$ cat src/rtl/uart_pkg.sv
// Shared UART definitions: receiver state encoding, oversampling constants
// and the baud divider calculation used by both receiver and transmitter.
`timescale 1ns/1ps
package uart_pkg;

  typedef enum logic [2:0] {
    IDLE,
    START,
    DATA,
    STOP,
    BRK
  } rx_state_t;

  localparam int OVERSAMPLE = 16;
  localparam int MID_SAMPLE = 7;

  // Clock cycles per oversampling tick (integer division, rounds down).
  function automatic int calc_div(input int clk_freq, input int baud_rate,
                                  input int oversample);
    return clk_freq / (baud_rate * oversample);
  endfunction

endpackage

$ cat src/rtl/uart_baud_tick.sv
// Programmable tick divider. Counts 0..DIV-1 while enabled and emits a
// one-clock tick on the last count; held at zero while disabled so every
// enable starts a fresh, phase-aligned period.
`timescale 1ns/1ps
module uart_baud_tick #(
  parameter int DIV = 2
) (
  input  logic clk,
  input  logic rst_n,
  input  logic en,
  output logic tick
);

  localparam int CW = (DIV > 1) ? $clog2(DIV) : 1;
  localparam logic [CW-1:0] LAST = CW'(DIV - 1);

  logic [CW-1:0] cnt;

  // Divider counter: restart on disable or at the end of each period.
  // NOTE: sequential state uses non-blocking (<=) so every flop samples the
  // pre-edge values of its neighbours, regardless of statement order.
  always_ff @(posedge clk or negedge rst_n) begin
    if (!rst_n) begin
      cnt <= '0;
    end else if (!en || cnt == LAST) begin
      cnt <= '0;
    end else begin
      cnt <= cnt + 1'b1;
    end
  end

  assign tick = en && (cnt == LAST);

endmodule

$ cat src/rtl/uart_rx.sv
// UART 8N1 receiver. Synchronises the serial line, oversamples it 16x,
// deserialises LSB-first frames and presents each byte through a
// level-valid / read-strobe handshake with sticky framing/overrun flags.
`timescale 1ns/1ps
module uart_rx #(
  parameter int CLK_FREQ  = 50_000_000,
  parameter int BAUD_RATE = 9600,
  parameter int DATA_BITS = 8
) (
  input  logic                 clk,
  input  logic                 rst_n,
  input  logic                 rx_i,
  input  logic                 rx_rd_i,
  input  logic                 err_clr_i,
  output logic [DATA_BITS-1:0] rx_data_o,
  output logic                 rx_valid_o,
  output logic                 frame_err_o,
  output logic                 overrun_err_o,
  output logic                 busy_o
);

  import uart_pkg::*;

  localparam int DIV = calc_div(CLK_FREQ, BAUD_RATE, OVERSAMPLE);
  localparam int BCW = (DATA_BITS > 1) ? $clog2(DATA_BITS) : 1;
  localparam logic [3:0]     LAST_SAMPLE = 4'(OVERSAMPLE - 1);
  localparam logic [3:0]     MID         = 4'(MID_SAMPLE);
  localparam logic [BCW-1:0] LAST_BIT    = BCW'(DATA_BITS - 1);

  if (DIV < 2) begin : g_bad_div
    $error("uart_rx: DIV = %0d is below 2; raise CLK_FREQ or lower BAUD_RATE", DIV);
  end

  rx_state_t          state;
  logic [1:0]         sync_q;
  logic               rx_s;
  logic [3:0]         s_cnt;
  logic [BCW-1:0]     bit_cnt;
  logic [DATA_BITS-1:0] shift_reg;
  logic               tick;
  logic               good_stop;
  logic               bad_stop;

  // Two-flop synchroniser for the asynchronous serial line.
  // NOTE: the flops reset to 1 (line idle) so leaving reset never looks
  // like a falling start edge.
  always_ff @(posedge clk or negedge rst_n) begin
    if (!rst_n) begin
      sync_q <= 2'b11;
    end else begin
      sync_q <= {sync_q[0], rx_i};
    end
  end

  assign rx_s = sync_q[1];

  uart_baud_tick #(
    .DIV (DIV)
  ) u_tick (
    .clk   (clk),
    .rst_n (rst_n),
    .en    (state != IDLE),
    .tick  (tick)
  );

  assign good_stop = (state == STOP) && tick && (s_cnt == LAST_SAMPLE) &&  rx_s;
  assign bad_stop  = (state == STOP) && tick && (s_cnt == LAST_SAMPLE) && !rx_s;

  // Frame FSM plus the byte/flag registers it drives.
  always_ff @(posedge clk or negedge rst_n) begin
    if (!rst_n) begin
      state         <= IDLE;
      s_cnt         <= '0;
      bit_cnt       <= '0;
      shift_reg     <= '0;
      rx_data_o     <= '0;
      rx_valid_o    <= 1'b0;
      frame_err_o   <= 1'b0;
      overrun_err_o <= 1'b0;
    end else begin
      case (state)
        IDLE: begin
          if (!rx_s) begin
            state   <= START;
            s_cnt   <= '0;
            bit_cnt <= '0;
          end
        end
        START: begin
          if (tick) begin
            if (s_cnt == MID) begin
              // A line that has returned high by mid start bit was a glitch.
              s_cnt <= '0;
              state <= rx_s ? IDLE : DATA;
            end else begin
              s_cnt <= s_cnt + 1'b1;
            end
          end
        end
        DATA: begin
          if (tick) begin
            s_cnt <= (s_cnt == LAST_SAMPLE) ? '0 : s_cnt + 1'b1;
            if (s_cnt == LAST_SAMPLE) begin
              shift_reg <= {rx_s, shift_reg[DATA_BITS-1:1]};
              bit_cnt   <= bit_cnt + 1'b1;
              if (bit_cnt == LAST_BIT) begin
                state <= STOP;
              end
            end
          end
        end
        STOP: begin
          if (tick) begin
            s_cnt <= (s_cnt == LAST_SAMPLE) ? '0 : s_cnt + 1'b1;
            if (s_cnt == LAST_SAMPLE) begin
              state <= rx_s ? IDLE : BRK;
            end
          end
        end
        BRK: begin
          // Hold off until the line idles so a break is not seen as a start.
          if (rx_s) begin
            state <= IDLE;
          end
        end
        default: state <= IDLE;
      endcase

      if (good_stop) begin
        rx_data_o  <= shift_reg;
        rx_valid_o <= 1'b1;
      end else if (rx_rd_i) begin
        rx_valid_o <= 1'b0;
      end

      // A new error event wins over a simultaneous clear.
      if (good_stop && rx_valid_o && !rx_rd_i) begin
        overrun_err_o <= 1'b1;
      end else if (err_clr_i) begin
        overrun_err_o <= 1'b0;
      end

      if (bad_stop) begin
        frame_err_o <= 1'b1;
      end else if (err_clr_i) begin
        frame_err_o <= 1'b0;
      end
    end
  end

  assign busy_o = (state != IDLE);

endmodule

$ cat config.mk
export PLATFORM = sky130hd
export DESIGN_NAME = uart_rx
export DESIGN_NICKNAME = d
export VERILOG_FILES = /design/src/rtl/uart_pkg.sv /design/src/rtl/uart_baud_tick.sv /design/src/rtl/uart_rx.sv
export SDC_FILE = /design/constraint.sdc
export NUM_CORES = 1
export LEC_CHECK = 0
export CAP_MARGIN = 15
export CORE_MARGIN = 5
export CORE_UTILIZATION = 40
export CTS_CLUSTER_DIAMETER = 150
export DETAILED_ROUTE_END_ITERATION = 7
export DONT_BUFFER_PORTS = 1
export PLACE_DENSITY = 0.53
export REMOVE_ABC_BUFFERS = 1
export SYNTH_ARGS = -nofsm -noshare
export SYNTH_HDL_FRONTEND = slang
export SYNTH_SLANG_ARGS = --single-unit
$ cat constraint.sdc
create_clock -name clk -period 2.2 [get_ports clk]
set_input_delay 0.66 -clock clk [delete_from_list [all_inputs] [get_ports clk]]
set_output_delay 0.66 -clock clk [all_outputs]
set_load 0.05 [all_outputs]
**After elaboration in Yosys (flattened, before gate mapping)**

Cells that the tools add are included.

- Flip-flop bits (word level): 40
- Word-level logic and storage cells: 82
- Bits of input ports: 5

- Add/subtract/negate cells: 3
- Equal/unequal tests: 18
- Muxes and demuxes: 28
- Reduce and logical (&&, ||, !) cells: 23

Operator list:

| operator | count |
|---|---|
| two-way mux 3 bit | 13 |
| two-way mux 4 bit | 5 |
| inequality test 2 bit (second input constant) | 8 |
| case mux 3 bit (5 select lines) | 1 |
| case mux 4 bit (3 select lines) | 1 |
| adder 9 x 1 -> 9 bit (second input constant) | 1 |
| equality test 9 bit (second input constant) | 1 |
| two-way mux 9 bit | 1 |
| AND reduction 9 bit | 1 |
| AND reduction 4 bit | 2 |
| nonzero test 2 bit | 4 |
| logical AND 1 bit | 7 |
| equality test 3 x 2 -> 1 bit (second input constant) | 2 |
| equality test 3 bit (second input constant) | 2 |
| case mux 3 bit (2 select lines) | 1 |
| nonzero test 3 bit | 2 |
| two-way mux 1 bit | 5 |
| adder 4 x 1 -> 4 bit (second input constant) | 1 |
| equality test 4 x 3 -> 1 bit (second input constant) | 1 |
| equality test 4 bit (second input constant) | 1 |
| inequality test 2 x 1 -> 1 bit (second input constant) | 2 |
| adder 3 x 1 -> 3 bit (second input constant) | 1 |
| equality test 3 x 1 -> 1 bit (second input constant) | 1 |
| logical NOT 1 bit | 3 |
| other kinds (5) | 5 |

**Logic depth before layout (Yosys ltp)**

Gate-level depths: netlist of run 1.

- Depth after elaboration: 8
- Gate-level depth with buffers: 6

**Modules after synthesis**

From an unflattened synthesis of run 1, not the netlist that was laid out.

- Cell total of the unflattened synthesis: 171
- Area, all modules: 1935.6 µm²

By module, submodules not included:

| module | seq. area each (µm²) | instances | cells each | area each (µm²) |
|---|---|---|---|---|
| uart_rx | 778.2 | 1 | 124 | 1460.2 |
| uart_baud_tick | 225.2 | 1 | 47 | 475.5 |

**Worst setup path after synthesis of run 1**

OpenSTA, ideal clock, no wires.

- Path type: reg-to-reg
- Start point: register u_tick.cnt[0]
- End point: register rx_data_o[0]
- Stages on the path, launching flop included: 7
- Path buffers: 0
- Clock period less this slack: 1833 ps
- Data arrival time: 1708 ps
- Required time: 2075 ps
- Library setup time: 125 ps
- Setup slack: 367 ps
- Path through: dfrtp_1 > inv_1 > ha_1 > and4bb_4 > nand3_4 > or3_4 > mux2_4

- Word-level cells in the longest chain between the ends: 5

Ends and longest elaborated chain:

| what | line | RTL |
|---|---|---|
| from (decl) | uart_baud_tick.sv:17 | `logic [CW-1:0] cnt;` |
| from (signal assigned) | uart_baud_tick.sv:28 | `cnt <= cnt + 1'b1;` |
| equality test 9 bit | uart_baud_tick.sv:32 | `assign tick = en && (cnt == LAST);` |
| logical AND 1 bit | uart_baud_tick.sv:32 |  |
| logical AND 1 bit (3 in a row) | uart_rx.sv:66 | `assign good_stop = (state == STOP) && tick && (s_cnt == LAST_SAMPLE) && rx_s;` |
| to (signal assigned) | uart_rx.sv:130 | `rx_data_o <= shift_reg;` |
| to (decl) | uart_rx.sv:15 | `output logic [DATA_BITS-1:0] rx_data_o,` |

No other way between the ends.
A chain may end at the register's enable or synchronous reset.

**Worst setup path in the final report of run 1**

- Start point: register state[1]
- End point: output busy_o

- Word-level cells in the longest chain between the ends: 1

Ends and longest elaborated chain:

| what | line | RTL |
|---|---|---|
| from (decl) | uart_rx.sv:34 | `rx_state_t state;` |
| from (signal assigned) | uart_rx.sv:94 | `state <= rx_s ? IDLE : DATA;` |
| from (signal assigned) | uart_rx.sv:116 | `state <= rx_s ? IDLE : BRK;` |
| nonzero test 3 bit | uart_rx.sv:151 | `assign busy_o = (state != IDLE);` |
| to (decl) | uart_rx.sv:19 | `output logic busy_o` |

No other way between the ends.

==> results of run 1 <==
==> cells by family after synthesis <==
group,count (synthesis),share of synthesized area
AO/OA/AOI/OAI,22,0.0827
XOR/XNOR,7,0.0319
flip-flops,40,0.522
AND/OR/NAND/NOR,66,0.209
adder cells (fa/ha/maj),5,0.0326
multiplexers,17,0.104
buffers and inverters,9,0.0182
==> synthesized netlist by cell type, types with 2 or more instances <==
master	number
o31ai_1	2
nor3_4	2
dfstp_2	2
xor2_1	2
nor3b_1	2
or3b_2	3
dfrtp_1	38
ha_1	5
xnor2_1	5
a31oi_1	2
clkbuf_1	2
a21o_1	3
mux2_4	2
nor2_1	14
a21oi_1	3
nor3_1	3
mux2_2	15
nand3_1	8
o21ai_0	4
or4_1	3
nand2_1	17
inv_1	5
and4bb_4	2
==> timing repair <==
action / 4_1_cts / 5_1_grt
setup buffers: 0 / 0
endpoints found under the setup margin: 1 / 0
endpoints found under the hold margin: 0 / 0
resized for setup: 1 / 0
==> metal layers <==
| layer | wire, um | track usage |
|---|---|---|
| met2 | 1630 | 0.193 |
| met3 | 141 | 0.0306 |
| met1 | 1640 | 0.171 |
| met4 | 32 | 0.0412 |
| met5 | 0 | 0 |
==> where the power goes <==
group          internal [mW]  switching (mW)  total, mW
clock                  0.371           0.254      0.625
sequential             0.738         0.00194      0.740
combinational        0.00131         0.00233    0.00365
==> stage by stage <==
step / cell area, sq um / hold slack [ns] / utilization
finish: 2110 / 0.0524 / 0.451
global route: 2110 / 0.0364 / 0.451
CTS: 2110 / 0.0444 / 0.451
detailed placement: 1990 / 0.348 / 0.424
global placement: 1990 / 0.346 / 0.424
floorplan: 1910 / 0.345 / -
==> worst min path at each step <==
stage,end,slack [ns],depth (start not counted),from
2_1_floorplan,sync_q[1],0.35,0,sync_q[0]
3_3_place_gp,sync_q[1],0.35,0,sync_q[0]
3_5_place_dp,sync_q[1],0.35,0,sync_q[0]
4_1_cts,bit_cnt[2],0.04,0,rst_n
5_1_grt,overrun_err_o,0.04,0,rst_n
6_report,rx_data_o[2],0.05,0,rst_n
==> final cells by class <==
type                       count  area, sq um
fill                         447         2580
timing repair buffer           2         15.0
clock buffer                   6         82.6
multi-input combinational    117          888
inverter                       5         18.8
clock inverter                 2         38.8
tap                           54         67.6
sequential                    40         1000
==> summary.md, run 1 <==
| Metric | Value |
|---|---|
| Die outline width | `~79 um` |
| Cell Chain, Critical Path | `or3_4` |
| Fraction of layout cells with a size suffix above 1 | `0.262` |
| Final Wtd Congestion | `about 0.77` |
| ANT nets after route | `0` |
| Synthesized area | `slightly below 2000 sq um` |
| Instance count on the critical path | `1` |
| Setup crit start | `state[1]` |
| Main area contributors after synthesis | `dfrtp_1 (49%), mux2_2 (8.8%), nand2_1 (3.3%)` |
| Crit start category | `register` |
| Max transition margin | `0.549` |
| Fin crit share | `0.955` |
| Count of buffers from port buffering | `0` |
| Run status | `finished, final reports clean` |
| Number of iterations in the first detailed-routing pass | `4` |
| Non-filler cells, final | `approximately 230` |
| Setup TNS | `0 ns` |
| Top cell type's share of synthesized area | `0.495` |
| TritonCTS Buffers | `5` |
| Yosys reg bits | `40` |
| Most common cell after layout, fill and taps aside | `dfrtp_1` |
| # nets final | `~180` |
| DRT iter0 DRCs | `59` |
| Leak Pwr | `a little under 1 nW` |
| I/O pin total | `17` |
| Clk buf depth | `2` |
| Rows | `25` |
| Fin. max-slew vios | `0` |
| Max-cap violation count | `0` |
| Root Buffer | `clkbuf_8` |
| Core ar. | `4690 sq um` |
| Power per cell area | `approximately 650 nW/um^2` |
| PnR Total Power | `between 1 and 1.5 mW` |
| CTS tree | `yes` |
| Reg2Reg Depth | `6` |
| Largest net degree at the start of global routing | `41` |
| Grt ovf | `0` |
| Arrival time worst endpoint | `~1.4 ns` |
| Fin worst setup slack | `between 0.09 and 0.1 ns` |
| Async S/R FF share, synth | `1.00` |
| RSZ-0062 raised after global routing | `no` |
| Finish-stage setup viols | `0` |
| Number of synthesized flops with an enable pin | `0` |
| Place WS | `0.224 ns` |
| Crit-path slowest cell | `dfrtp_1` |
| Placed Cells | `about 220` |
| Worst-margin pin slew | `0.674 ns` |
| Number of global-route vias before repair | `1274` |
| # diodes | `0` |
| Fin crit period | `approximately 2.1 ns` |
| Die Area | `6290 sq um` |
| Most frequent cells in the layout | `dfrtp_1 (38), nand2_1 (17), mux2_2 (15)` |
| Max reg flops | `9` |
| HPWL after detailed placement | `roughly 2400 um` |
| CP Max Fanout | `19` |
| Required @ worst endpoint | `1.54 ns` |
| Critical Path End Type | `output port` |
| Fmax | `~0.48 GHz` |
| Gr usage total | `0.125` |
| First-pass GRT wire length | `between 6000 and 7000 um` |
| Synth area leader | `dfrtp_1` |
| Ys flop type | `dfrtp_1` |
| Critical path type | `reg2out` |
| Chip Height | `about 79 um` |
| Capture point of the worst reg-to-reg path | `s_cnt[2]` |
| Critical path's largest stage delay | `approximately 0.59 ns` |
| Worst Setup EP | `busy_o` |
| Drt drc | `0` |
| Netlist cell types | `45` |
| CP delay by family, top | `flip-flops` |
| Worst reg2reg setup slack | `roughly 0.19 ns` |
| Antenna violations before repair | `0` |
| Routed Wire Length | `between 3000 and 4000 um` |
| Ys Warns | `0` |
| CTS H-tree lvls | `2` |
| Synthesized instance count | `~170` |
| Average wire per standard cell | `about 15 um` |
| Clock Skew | `between 0.01 and 0.015 ns` |
| Hold Crit Class | `in2async` |
| DR vias | `around 1200` |
| CP bufs+invs | `0` |
| DR vias/cell | `between 5 and 6` |
| Layout Area Growth over Synthesis | `10.0%` |
| Starting Density | `0.410` |
| CTS Sinks | `40` |
| Register area share after synthesis | `0.522` |
| Worst r2r src | `u_tick.cnt[0]` |
| Clock-pin slew on the worst setup and hold paths | `roughly 0.080 ns` |
| Final number of hold-violating endpoints | `0` |
| Avg Synthesized Cell Area | `roughly 12 sq um` |
| Skew-Pair Late Insertion Delay | `between 0.2 and 0.3 ns` |
| Peak VDD IR | `0.283 mV` |
| Hold_buf cts | `0` |
Note: power is estimated with default switching activity, not from simulation.
==> run 2, diff against run 1 <==
--- a/config.mk
+++ b/config.mk
@@ -11,7 +11,7 @@
 export CTS_CLUSTER_DIAMETER = 150
 export DETAILED_ROUTE_END_ITERATION = 7
 export DONT_BUFFER_PORTS = 1
-export PLACE_DENSITY = 0.53
+export PLACE_DENSITY = 0.64
 export REMOVE_ABC_BUFFERS = 1
 export SYNTH_ARGS = -nofsm -noshare
 export SYNTH_HDL_FRONTEND = slang
==> summary.md, run 2 (synthesized netlist as in run 1, its figures left out) <==
| Metric | Value |
|---|---|
| Run status | `finished, final reports clean` |
| Fin crit period | `between 2 and 2.5 ns` |
| Met2 wire len | `roughly 1600 um` |
| Critical Path End Type | `output port` |
| Skew-Pair Late Insertion Delay | `approximately 0.29 ns` |
| Most common cell after layout, fill and taps aside | `dfrtp_1` |
| Average wire per standard cell | `14.9 um` |
| CP delay by family, top | `flip-flops` |
| # diodes | `0` |
| First-pass GRT wire length | `about 5900 um` |
| Critical path's largest stage delay | `slightly below 0.6 ns` |
| Crit-path slowest cell | `dfrtp_1` |
| CTS Sinks | `40` |
| Wl on met1 | `1590 um` |
| Count of buffers from port buffering | `0` |
| Layout Area Growth over Synthesis | `9.70%` |
| CP bufs+invs | `0` |
| Leak Pwr | `0.984 nW` |
| Arrival time worst endpoint | `1.43 ns` |
| # Post-CTS Setup Buffers | `0` |
| Fmax | `roughly 0.48 GHz` |
| TritonCTS Buffers | `5` |
| Largest net degree at the start of global routing | `a little over 40` |
| Crit start category | `register` |
| Rows | `25` |
| Util after Layout | `0.449` |
| Finish-stage setup viols | `0` |
| FF+latch area | `~1000 sq um` |
| CTS tree | `yes` |
| I/O pin total | `17` |
| Starting Density | `0.410` |
| Cell Chain, Critical Path | `or3_4` |
| Max transition margin | `0.622` |
| Highest metal used | `met4` |
| Gr usage total | `0.120` |
| Fin worst setup slack | `approximately 0.11 ns` |
| Place WS | `0.238 ns` |
| RSZ-0062 raised after global routing | `no` |
| Met3 wire length | `99 um` |
| ANT nets after route | `0` |
| HPWL after detailed placement | `roughly 2500 um` |
| Clock-pin slew on the worst setup and hold paths | `about 0.08 ns` |
| Clock Skew | `roughly 0.0062 ns` |
| DRT iter0 DRCs | `63` |
| Clk buf depth | `2` |
| Post-CTS sizing | `1` |
| Peak VDD IR | `0.392 mV` |
| Critical path type | `reg2out` |
| Fin crit share | `0.951` |
| Drt drc | `0` |
| # nets final | `approximately 180` |
| Area of the multi-input gates | `~890 sq um` |
| Setup TNS | `0 ns` |
| Max reg flops | `9` |
| Required @ worst endpoint | `approximately 1.5 ns` |
| Number of iterations in the first detailed-routing pass | `4` |
| Antenna violations before repair | `0` |
| Most frequent cells in the layout | `dfrtp_1 (38), nand2_1 (17), mux2_2 (15)` |
| Max-cap violation count | `0` |
| DR vias/cell | `about 5.3` |
| Final number of hold-violating endpoints | `0` |
| Die outline width | `between 70 and 80 um` |
| Core ar. | `roughly 4700 sq um` |
| Die Area | `6290 sq um` |
| Routed Wire Length | `3360 um` |
| DR vias | `roughly 1200` |
| Grt ovf | `0` |
| Hold Crit Class | `in2async` |
| Chip Height | `just under 80 um` |
| Fraction of layout cells with a size suffix above 1 | `0.262` |
| Hold_buf cts | `0` |
| Final Wtd Congestion | `0.742` |
| Worst-margin pin slew | `roughly 0.56 ns` |
| Number of global-route vias before repair | `between 1000 and 1500` |
| Power per cell area | `about 640 nW/um^2` |
| CTS H-tree lvls | `2` |
| Fin. max-slew vios | `0` |
| Root Buffer | `clkbuf_8` |
| PnR Total Power | `1.35 mW` |
| # fillers | `~430` |
| CP Max Fanout | `19` |
run 2: changes by cell type in the layout (fill, tap and decap cells not counted), sizes merged:
cell      change
clkinvlp      +1
clkinv        -1
clkbuf        -1
inv           +1
run 2: final timing paths:
kind	from	to	slack (ns)	cells after the start
min	rst_n	u_tick.cnt[2]	0.05	0
max reg2reg	u_tick.cnt[0]	rx_data_o[1]	0.24	6
min reg2reg	sync_q[0]	sync_q[1]	0.36	0
max in group asynchronous	rst_n	sync_q[0]	1.97	0
max	state[1]	busy_o	0.11	1
min in group clk	rx_i	sync_q[0]	0.36	0
run 2: layout make-up:
type	instances	share of cell area
sequential	40	0.476
clock buffer	5	0.0326
inverter	5	0.00890
clock inverter	3	0.0220
tap	54	0.0320
multi-input combinational	117	0.421
timing repair buffer	2	0.00712
run 2: report_power, final:
part	switching (mW)	internal [mW]
Sequential	0.00211	0.738
Clock	0.267	0.342
Combinational	0.00232	0.00131
Total	0.271	1.08
run 2: metrics by stage:
| stage | hold WS, ns | cell area, sq um | std cells |
|---|---|---|---|
| 6_report | 0.0513 | 2110 | 226 |
| 2_1_floorplan | 0.345 | 1910 | 162 |
| 3_3_place_gp | 0.347 | 1990 | 218 |
| 4_1_cts | 0.0416 | 2110 | 226 |
| 3_5_place_dp | 0.348 | 1990 | 218 |
| 5_1_grt | 0.0329 | 2110 | 226 |
run 2: worst register-to-register path, delay by kind of cell (launching register included):
family | cells | cell delay (ns)
adder cells (fa/ha/maj) | 1 | 0.14
buffers and inverters | 1 | 0.08
flip-flops | 1 | 0.43
multiplexers | 1 | 0.31
AND/OR/NAND/NOR | 3 | 0.89
run 2: routing by layer:
metal | GRT usage | vias to the layer above
li1 | - | 602
met3 | 0.0351 | 6
met1 | 0.152 | 579
met2 | 0.194 | 12
met5 | 0 | -
met4 | 0.0464 | 0
==> run 3, diff against run 2 <==
--- a/config.mk
+++ b/config.mk
@@ -12,6 +12,7 @@
 export DETAILED_ROUTE_END_ITERATION = 7
 export DONT_BUFFER_PORTS = 1
 export PLACE_DENSITY = 0.64
+export RECOVER_POWER = 100
 export REMOVE_ABC_BUFFERS = 1
 export SYNTH_ARGS = -nofsm -noshare
 export SYNTH_HDL_FRONTEND = slang
==> summary.md, run 3 (synthesized netlist as in run 1, its figures left out) <==
| Metric | Value |
|---|---|
| Run status | `finished, final reports clean` |
| Hold WS | `0.0543 ns` |
| Placed Cells | `roughly 220` |
| Highest metal used | `met4` |
| Worst reg2reg setup slack | `0.16 ns` |
| Layout Area Growth over Synthesis | `8.72%` |
| Starting Density | `0.410` |
| Wl on met1 | `about 1600 um` |
| Met2 wire len | `1620 um` |
| Fin worst setup slack | `between 0.1 and 0.15 ns` |
| Max transition margin | `0.617` |
| Skew-Pair Late Insertion Delay | `~0.29 ns` |
| Drt drc | `0` |
| Grt ovf | `0` |
| Instance count on the critical path | `1` |
| Power per cell area | `645 nW/um^2` |
| Chip Height | `a little under 80 um` |
| CP Max Fanout | `19` |
| # nets final | `roughly 180` |
| Number of iterations in the first detailed-routing pass | `4` |
| Place WS | `between 0.2 and 0.25 ns` |
| Die outline width | `between 70 and 80 um` |
| ANT nets after route | `0` |
| Largest net degree at the start of global routing | `a little over 40` |
| Worst-margin pin slew | `roughly 0.57 ns` |
| Crit-path slowest cell | `dfrtp_1` |
| HPWL after detailed placement | `approximately 2500 um` |
| Die Area | `roughly 6300 sq um` |
| Arrival time worst endpoint | `about 1.4 ns` |
| Most frequent cells in the layout | `dfrtp_1 (38), nand2_1 (17), mux2_2 (15)` |
| # diodes | `0` |
| CTS Sinks | `40` |
| Met3 wire length | `around 92 um` |
| Gr usage total | `0.120` |
| Final Wtd Congestion | `between 0.7 and 0.8` |
| TritonCTS Buffers | `5` |
| Antenna violations before repair | `0` |
| Peak VDD IR | `just under 0.4 mV` |
| First-pass GRT wire length | `about 5900 um` |
| CTS H-tree lvls | `2` |
| Crit start category | `register` |
| Max reg flops | `9` |
| Hold_buf cts | `0` |
| DR vias/cell | `5.28` |
| I/O pin total | `17` |
| Leak Pwr | `around 0.98 nW` |
| Final number of hold-violating endpoints | `0` |
| Most common cell after layout, fill and taps aside | `dfrtp_1` |
| Clk buf depth | `2` |
| Rows | `25` |
| Root Buffer | `clkbuf_8` |
| Fraction of layout cells with a size suffix above 1 | `0.238` |
| Setup TNS | `0 ns` |
| CP delay by family, top | `flip-flops` |
| Average wire per standard cell | `roughly 15 um` |
| RSZ-0062 raised after global routing | `no` |
| CTS tree | `yes` |
| Count of buffers from port buffering | `0` |
| Critical Path End Type | `output port` |
| Routed Wire Length | `between 3000 and 4000 um` |
| Clock-pin slew on the worst setup and hold paths | `approximately 0.08 ns` |
| Cell Chain, Critical Path | `or3_4` |
| CP bufs+invs | `0` |
| Number of global-route vias before repair | `1264` |
| Core ar. | `about 4700 sq um` |
| Hold Crit Class | `in2async` |
| Non-filler cells, final | `between 200 and 250` |
| # fillers | `between 400 and 500` |
| DRT iter0 DRCs | `54` |
| Reg2Reg Depth | `6` |
| Clock Skew | `~0.0068 ns` |
| Finish-stage setup viols | `0` |
| Fin crit period | `2.10 ns` |
| Critical path type | `reg2out` |
| DR vias | `around 1200` |
| Required @ worst endpoint | `between 1.5 and 2 ns` |
| Fin. max-slew vios | `0` |
| Fmax | `between 0.4 and 0.5 GHz` |
| Fin crit share | `0.952` |
| Max-cap violation count | `0` |
| Critical path's largest stage delay | `about 0.58 ns` |
==> run 3: report_power, final <==
part / total, mW / leakage [nW] / internal (mW) / switching, mW
registers: 0.740 / 0.537 / 0.738 / 0.00209
clock network: 0.604 / 0.0548 / 0.342 / 0.263
logic: 0.00370 / 0.384 / 0.00130 / 0.00239
==> run 3: final timing paths <==
kind                                     from             to
worst max-delay path                 state[1]         busy_o
worst min-delay path                    rst_n  u_tick.cnt[2]
worst max register to register  u_tick.cnt[0]   rx_data_o[1]
worst min register to register      sync_q[0]      sync_q[1]
max in group asynchronous               rst_n      sync_q[0]
min in group clk                    sync_q[0]      sync_q[1]
==> run 3: routing by layer <==
layer / vias to the layer above / GRT usage
li1: 605 / -
met5: - / 0
met4: 0 / 0.0464
met1: 568 / 0.152
met2: 15 / 0.194
met3: 6 / 0.0351
==> run 3: through the flow <==
stage	utilization	total power [mW]	cell area, sq um
detailed placement	0.424	0.758	1990
global placement	0.424	0.758	1990
finish	0.445	1.35	2090
global route	0.445	1.40	2090
CTS	0.449	1.37	2110
floorplan	-	0.757	1910
==> run 3: repair_timing <==
item,4_1_cts,5_1_grt
endpoints found under the setup margin,1,0
gates resized for setup,1,0
buffers inserted,0,0
==> run 3: final cells by class <==
| cell class | instances | area, sq um | area share |
|---|---|---|---|
| sequential | 40 | 1000 | 0.480 |
| multi-input combinational | 117 | 870 | 0.416 |
| clock buffer | 5 | 68.8 | 0.0329 |
| tap | 54 | 67.6 | 0.0323 |
| clock inverter | 3 | 46.3 | 0.0222 |
| inverter | 5 | 18.8 | 0.00898 |
| timing repair buffer | 2 | 15.0 | 0.00719 |
